File: config.mk
export PLATFORM = sky130hd
export DESIGN_NAME = u_32b_seq_mult
export DESIGN_NICKNAME = d
export VERILOG_FILES = /design/src/rtl/u_32b_seq_mult.sv
export SDC_FILE = /design/constraint.sdc
export NUM_CORES = 1
export LEC_CHECK = 0
export ABC_AREA = 0
export ABC_CLOCK_PERIOD_IN_PS = 4900
export BUFFER_PORTS_ARGS = -buffer_cell sky130_fd_sc_hd__buf_2
export CORE_AREA = 2 2 107 109
export DETAILED_ROUTE_END_ITERATION = 6
export DIE_AREA = 0 0 109 111
export PLACE_DENSITY = 0.76
export SYNTH_ARGS = -nofsm -noshare
export SYNTH_HDL_FRONTEND = slang
export SYNTH_SLANG_ARGS = --single-unit
File: constraint.sdc
create_clock -name clk -period 4.9 [get_ports clk]
set_input_delay 1.225 -clock clk [delete_from_list [all_inputs] [get_ports clk]]
set_output_delay 1.225 -clock clk [all_outputs]
set_load 0.01 [all_outputs]
File: src/rtl/u_32b_seq_mult.sv
// u_32b_seq_mult: iterative 32x32 unsigned shift-and-add multiplier.
// Wraps an external combinational 32-bit ripple-carry adder. The block drives
// the adder operands from its own registers, and in RUN it folds
// {carry, sum} back into the upper half of the accumulator while the
// multiplier bits shift out of the lower half LSB-first. After 32 iterations
// the register pair {acc_hi, acc_lo} holds the exact 64-bit product.
// WIDTH is fixed at 32 to match the adder stage. Other values are not
// supported.

module u_32b_seq_mult #(
  parameter int WIDTH = 32
) (
  input  logic        clk,
  input  logic        rst,
  input  logic        in_valid,
  output logic        in_ready,
  input  logic [31:0] a,
  input  logic [31:0] b,
  output logic        out_valid,
  input  logic        out_ready,
  output logic [63:0] product,
  output logic [31:0] add_a,
  output logic [31:0] add_b,
  output logic        add_cin,
  input  logic [31:0] add_sum,
  input  logic [31:0] add_cout
);

  localparam logic [1:0] IDLE = 2'd0;
  localparam logic [1:0] RUN  = 2'd1;
  localparam logic [1:0] DONE = 2'd2;

  localparam logic [5:0] LAST_ITER = 6'd31;

  logic [1:0]  state_r;
  logic [1:0]  state_nxt_s;
  logic [31:0] mcand_r;
  logic [31:0] acc_hi_r;
  logic [31:0] acc_lo_r;
  logic [5:0]  cnt_r;
  logic        in_ready_r;
  logic        out_valid_r;
  logic [31:0] add_b_s;

  // Only the top carry of the chain is needed. The lower carries are folded
  // into a sink so the adder interface can stay the full width.
  logic        unused_cout_s;
  assign unused_cout_s = ^add_cout[30:0];

  // Next-state decode. A new operand load happens only from IDLE, so requests
  // seen in RUN or DONE are ignored.
  always_comb begin
    state_nxt_s = state_r;
    case (state_r)
      IDLE: begin
        if (in_valid) begin
          state_nxt_s = RUN;
        end else begin
          state_nxt_s = IDLE;
        end
      end
      RUN: begin
        if (cnt_r == LAST_ITER) begin
          state_nxt_s = DONE;
        end else begin
          state_nxt_s = RUN;
        end
      end
      DONE: begin
        if (out_ready) begin
          state_nxt_s = IDLE;
        end else begin
          state_nxt_s = DONE;
        end
      end
      default: begin
        state_nxt_s = IDLE;
      end
    endcase
  end

  // State register. The handshake flags are registered from the next state,
  // so they always match the state they describe.
  always_ff @(posedge clk or posedge rst) begin
    if (rst) begin
      state_r     <= IDLE;
      in_ready_r  <= 1'b1;
      out_valid_r <= 1'b0;
    end else begin
      state_r     <= state_nxt_s;
      in_ready_r  <= (state_nxt_s == IDLE);
      out_valid_r <= (state_nxt_s == DONE);
    end
  end

  // Datapath. Load operands in IDLE and take one partial product per RUN
  // cycle. Hold the result untouched in DONE.
  always_ff @(posedge clk or posedge rst) begin
    if (rst) begin
      mcand_r  <= 32'd0;
      acc_hi_r <= 32'd0;
      acc_lo_r <= 32'd0;
      cnt_r    <= 6'd0;
    end else begin
      case (state_r)
        IDLE: begin
          if (in_valid) begin
            mcand_r  <= a;
            acc_hi_r <= 32'd0;
            acc_lo_r <= b;
            cnt_r    <= 6'd0;
          end else begin
            mcand_r  <= mcand_r;
            acc_hi_r <= acc_hi_r;
            acc_lo_r <= acc_lo_r;
            cnt_r    <= cnt_r;
          end
        end
        RUN: begin
          // The 33-bit {carry, sum} shifts right by one into the accumulator
          // pair. The consumed multiplier bit falls off the bottom.
          {acc_hi_r, acc_lo_r} <= {add_cout[31], add_sum, acc_lo_r[31:1]};
          if (cnt_r == LAST_ITER) begin
            cnt_r <= cnt_r;
          end else begin
            cnt_r <= cnt_r + 6'd1;
          end
        end
        DONE: begin
          mcand_r  <= mcand_r;
          acc_hi_r <= acc_hi_r;
          acc_lo_r <= acc_lo_r;
          cnt_r    <= cnt_r;
        end
        default: begin
          mcand_r  <= 32'd0;
          acc_hi_r <= 32'd0;
          acc_lo_r <= 32'd0;
          cnt_r    <= 6'd0;
        end
      endcase
    end
  end

  // Adder operand 2 selection. Add the multiplicand only when the current
  // multiplier bit is set. It is driven in every state, but the adder result
  // is used only in RUN.
  always_comb begin
    add_b_s = 32'd0;
    if (acc_lo_r[0]) begin
      add_b_s = mcand_r;
    end else begin
      add_b_s = 32'd0;
    end
  end

  assign add_a     = acc_hi_r;
  assign add_b     = add_b_s;
  assign add_cin   = 1'b0;
  assign in_ready  = in_ready_r;
  assign out_valid = out_valid_r;
  assign product   = {acc_hi_r, acc_lo_r};

endmodule

* After elaboration in Yosys (flattened, before gate mapping)
Cells that the tools add are included.
Word-level totals: register bits 106, bits of input ports 132, output and inout port bits 131, word-level logic and storage cells 36
Cells by class: add/subtract/negate cells 1, equality and inequality tests 6, muxes and demuxes 14, bitwise gates (word level) 2, reductions and logical operators 6
Operators by type and width (number):
- 32-bit one-hot mux with 3 select lines | 2
- 32-bit two-way mux | 4
- 32-bit one-hot mux with 2 select lines | 1
- 6-bit one-hot mux with 3 select lines | 1
- 6-bit two-way mux | 2
- 6-bit by 1-bit adder with 6-bit output, second input constant | 1
- 6-bit by 5-bit equality test with 1-bit output, second input constant | 1
- 2-bit one-hot mux with 3 select lines | 1
- 2-bit equality test, second input constant | 2
- 2-bit zero test | 2
- 2-bit two-way mux | 2
- 2-bit inequality test, second input constant | 2
- 2-bit AND reduction | 2
- 3-bit AND reduction | 1
- 2-bit by 1-bit equality test with 1-bit output, second input constant | 1
- 1-bit inverter | 2
- 2-bit OR reduction | 1
- 1-bit two-way mux | 1

* Longest topological paths before layout
depth after elaboration 4, gate-level depth with buffers 10, mapped depth without buffers 6

* Least setup slack after synthesis
OpenSTA, ideal clock, no wires.
kind input -> register, from in in_valid, to reg cnt_r[2], setup time 126 ps, data arrival time 1957 ps, data required time 4774 ps, path slack 2817 ps, stages 6, buffers on the path 2, cells stage by stage nand2b_1 nor2b_1 buf_2 buf_4 a21oi_1 a21oi_1
On the way: longest elaborated chain between the ends 2
Ends and longest elaborated chain:
- from (decl) | RTL line 15 | input logic in_valid,
- 2-bit inequality test (no source line)
- 3-bit AND reduction (no source line)
- to (signal assigned) | RTL line 116 | cnt_r <= cnt_r;
- to (signal assigned) | RTL line 124 | cnt_r <= cnt_r;
- to (signal assigned) | RTL line 126 | cnt_r <= cnt_r + 6'd1;
- to (decl) | RTL line 40 | logic [5:0] cnt_r;
No other way between the ends. A chain may end at the register's enable or synchronous reset.

* Worst setup path after layout
from reg acc_lo_r[0], to out add_b[28]
On the way: longest elaborated chain between the ends 1
Ends and longest elaborated chain:
- from (decl) | RTL line 39 | logic [31:0] acc_lo_r;
- from (signal assigned) | RTL line 115 | acc_lo_r <= acc_lo_r;
- from (signal assigned) | RTL line 122 | {acc_hi_r, acc_lo_r} <= {add_cout[31], add_sum, acc_lo_r[31:1]};
- from (signal assigned) | RTL line 132 | acc_lo_r <= acc_lo_r;
- 32-bit two-way mux | RTL line 150 | if (acc_lo_r[0]) begin
- to (decl) | RTL line 23 | output logic [31:0] add_b,
No other way between the ends.

==> results.txt <==
The tools report the via total after detailed routing as 4197. Yosys mapped a number of flops with a built-in enable equal to 0. The share of synthesized area in the top cell type comes to 54.63%.

Data arrives at the worst endpoint at 1550 ps. TritonCTS built the clock tree. Maximum fanout along the worst path: 34. The first global-routing pass estimated 19.84 mm of wire. The type of the tightest min-delay check is reg -> reg. Hold repair after CTS inserted 0 buffers. The run gives 340 ps as the insertion delay of the later-clocked pin in the worst-skew pair.

In this run the remaining antenna-violating nets after routing total 0. For this run, design rule violations remaining after detail routing come to 0. Measured in cells, the most critical reg-to-reg path has a length of 7.

The analysis attributes to cell leakage a power of 0.003357 uW. Counting instances, the worst hold path has a depth of 2. Yosys printed 0 warnings. For the worst setup path, the data required time is 3670 ps. The worst min-delay path startpoint is add_a[26]$_DFFE_PP0P_. The mean routed wirelength per cell came out at 15.08 microns.

The post-route netlist has 39.10% of its cells at a drive strength greater than 1. The flow ran to the end, and the final reports show no timing, DRC or antenna violations. The logs give 43.42% for the starting density of the core and 813 for the count of placed standard cells in the final layout, fillers left out. The worst slack on hold paths came out at 490.7 ps.

The post-route clock period utilization works out to 56.73%. The number of pins with negative max-slew slack in the final report is 0, and the count of buffers from port buffering is 230. Launch point of the critical path: acc_lo_r[0]$_DFFE_PP0P_. The run gives 0 as the antenna cell count.

The worst flop-to-flop path startpoint was state_r[0]$_DFF_PP0_. The pin count of the biggest net entering global routing is 67. The sum of net half-perimeters after detailed placement is 8.743 mm, and the count of boundary I/O pins is 263. The die height was 111 microns.

The setup slack of the critical path after layout was 2120 ps. The proportion of total power due to net switching is 37.29%. STA classifies the critical path startpoint as a register. The setup path with the least slack is of type reg -> out.

The placeable core area is 11080 sq um. The commonest register cell after synthesis was sky130_fd_sc_hd__dfrtp_1. Before antenna repair, the detailed router went through 4 iterations.

Counting the buffers created by CTS gives 9. Routability-driven placement finished with a final weighted congestion of 0.8615. At the pin with the least slew margin, the transition time is 1210 ps. The via count of the first global-routing pass was 4050.

The tool flagged a number of max-cap violations equal to 0. For the final routed database, the setup TNS stands at 0 ps. The largest area contributor in the netlist is sky130_fd_sc_hd__dfrtp_1.

The number of design-rule violations left by the first detailed-router iteration was 296; the share of total power in combinational logic was 36.9%. The die covers 12100 sq um. Based on the critical path, the design can be clocked at up to 359.7 MHz. The longest clock path from root to sink contains 2 buffers.

From synthesis to final layout, the design area changed by 27.37%. After synthesis, the netlist uses 30 different library cells. The logs give 0 for the final-report setup violation count and 797 for the total instance count after detailed placement.

The internal portion of the total power is 2295 uW. Per report_power, the sequential group accounts for 41.7% of the total. Measured against its own limit, the worst slew margin works out to 19.27%. The logs give 0 for the number of hold violations in the final report and 20.57% for the overall track demand over capacity in global routing. The share of async-settable or async-resettable flops after synthesis came out at 100.0%. CTS built an H-tree with a depth of 3.

After detailed routing, the total wire length is 12.26 mm. The average cell area after synthesis was 9.896 sq um; the maximum vdd drop was 0.2922 mV. For the post-synthesis cell count, the log shows 486. Clock-pin slew was measured on the worst setup and hold paths at 70 ps.

Per report_power, the clock group accounts for 21.4% of the total. Of the synthesized area, sequential elements account for 55.18%. Yosys attributes the largest share of cell area to sky130_fd_sc_hd__dfrtp_1, sky130_fd_sc_hd__a221oi_1, sky130_fd_sc_hd__a22o_1.

The worst clock skew on the final layout was 8.518 ps. The initialized floorplan defines 39 standard-cell rows. The number of buffers added for setup after CTS is 0. In the routed layout, each cell is associated on average with a via count of 5.162.

The worst setup path is captured at a primary output. The number of antenna violations at the first check in global routing came out at 0. The analysis attributes to net switching a power of 1364 uW. The tree is rooted in a sky130_fd_sc_hd__clkbuf_16.

Power spread over the standard cell area amounts to 597.3 nW/um^2. The tools report the number of nets in the final layout as 802. The horizontal die dimension came out at 109 microns. The number of nets in the synthesized netlist is 623. The run gives 0 as the total congestion overflow. At the placement stage, the worst setup path has a slack of 1811 ps. The flop and latch count out of synthesis is 106.

The tree built by TritonCTS fans out to 106 sinks. The worst path needs 2780 ps of the cycle, external delays included. Summing every instance area after synthesis gives 4810 sq um.

For the post-cts sizing count, the log shows 0. Setup repair after global routing left no endpoint under its margin.
path summary, 6_finish.rpt:
check                                           endpoint  slack (ps)
worst min-delay path               add_a[26]$_DFFE_PP0P_         490
worst max register to register      cnt_r[5]$_DFFE_PP0P_        2250
worst min register to register     add_a[26]$_DFFE_PP0P_         490
min in group asynchronous         mcand_r[0]$_DFFE_PP0P_         960
worst max-delay path                           add_b[28]        2120
max in group asynchronous       acc_lo_r[28]$_DFFE_PP0P_        3040
cells by family (layout without fill, tap and decap cells):
family,count (synthesis),after routing,synth area share [%]
fa+ha+maj,5,5,1.301
buf+inv,73,257,8.975
flops,106,106,55.18
other cells,1,1,0.07797
simple gates,222,222,20.84
compound gates,79,79,13.63
routing by layer:
metal / GRT usage, % / wire length [microns]
met5: 0 / 0
met4: 8.547 / 247
met3: 2.822 / 689
met2: 33.17 / 6099
met1: 27.72 / 5224
through the flow:
stage          utilization [%]  power (uW)  cell area, sq um
2_1_floorplan                -        2433              4810
3_3_place_gp             52.33        2855              5797
3_5_place_dp             52.33        2909              5797
4_1_cts                  55.30        3700              6126
5_1_grt                  55.30        3917              6126
6_report                 55.30        3659              6126
Yosys cell counts, types with 2 or more instances:
cell                       instances
sky130_fd_sc_hd__nand2_1          71
sky130_fd_sc_hd__buf_2            21
sky130_fd_sc_hd__buf_1             3
sky130_fd_sc_hd__and2_1           32
sky130_fd_sc_hd__dfrtp_1         105
sky130_fd_sc_hd__nand3_1          39
sky130_fd_sc_hd__nor2_1           67
sky130_fd_sc_hd__inv_1             3
sky130_fd_sc_hd__nand2b_1          4
sky130_fd_sc_hd__a221oi_1         33
sky130_fd_sc_hd__o21ai_0           4
sky130_fd_sc_hd__buf_4            35
sky130_fd_sc_hd__a21oi_1           5
sky130_fd_sc_hd__nand4_1           2
sky130_fd_sc_hd__a22o_1           33
sky130_fd_sc_hd__ha_1              5
sky130_fd_sc_hd__clkbuf_1         11
state kept, by name, indices dropped and copies added, names as in the netlist:
name       cells
acc_lo_r      32
mcand_r       32
cnt_r          6
in_ready       1
out_valid      1
state_r        2
add_a         32
layout make-up:
type,count,area [sq um]
clock buffer,10,239.0
clock inverter,6,90.09
fill,993,4951
inverter,3,13.76
multi-input combinational,307,1739
sequential,106,2654
tap,143,178.9
timing repair buffer,238,1211
cells in the final DEF, fill, tap and decap left out, drive strengths merged, types with 2 or more instances in the layout:
cell,n
a21oi,5
a221oi,33
a22o,33
and2,32
buf,238
bufinv,2
clkbuf,10
clkinv,3
dfrtp,105
ha,5
inv,3
nand2,72
nand2b,4
nand3,39
nand4,2
nor2,67
o21ai,4
power groups by stage:
stage	Combinational (uW)	Clock, uW	Sequential (uW)
after floorplan	847	0	1590
after global placement	1340	0	1510
after detailed placement	1370	0	1540
after CTS	1370	800	1530
after global routing	1500	833	1580
final	1350	782	1530
worst max-delay path: stages (launching register included):
cell	delay, ps
sky130_fd_sc_hd__dfrtp_1	840
sky130_fd_sc_hd__and2_1	240
sky130_fd_sc_hd__buf_2	130
(Power assumes the default switching activity.)
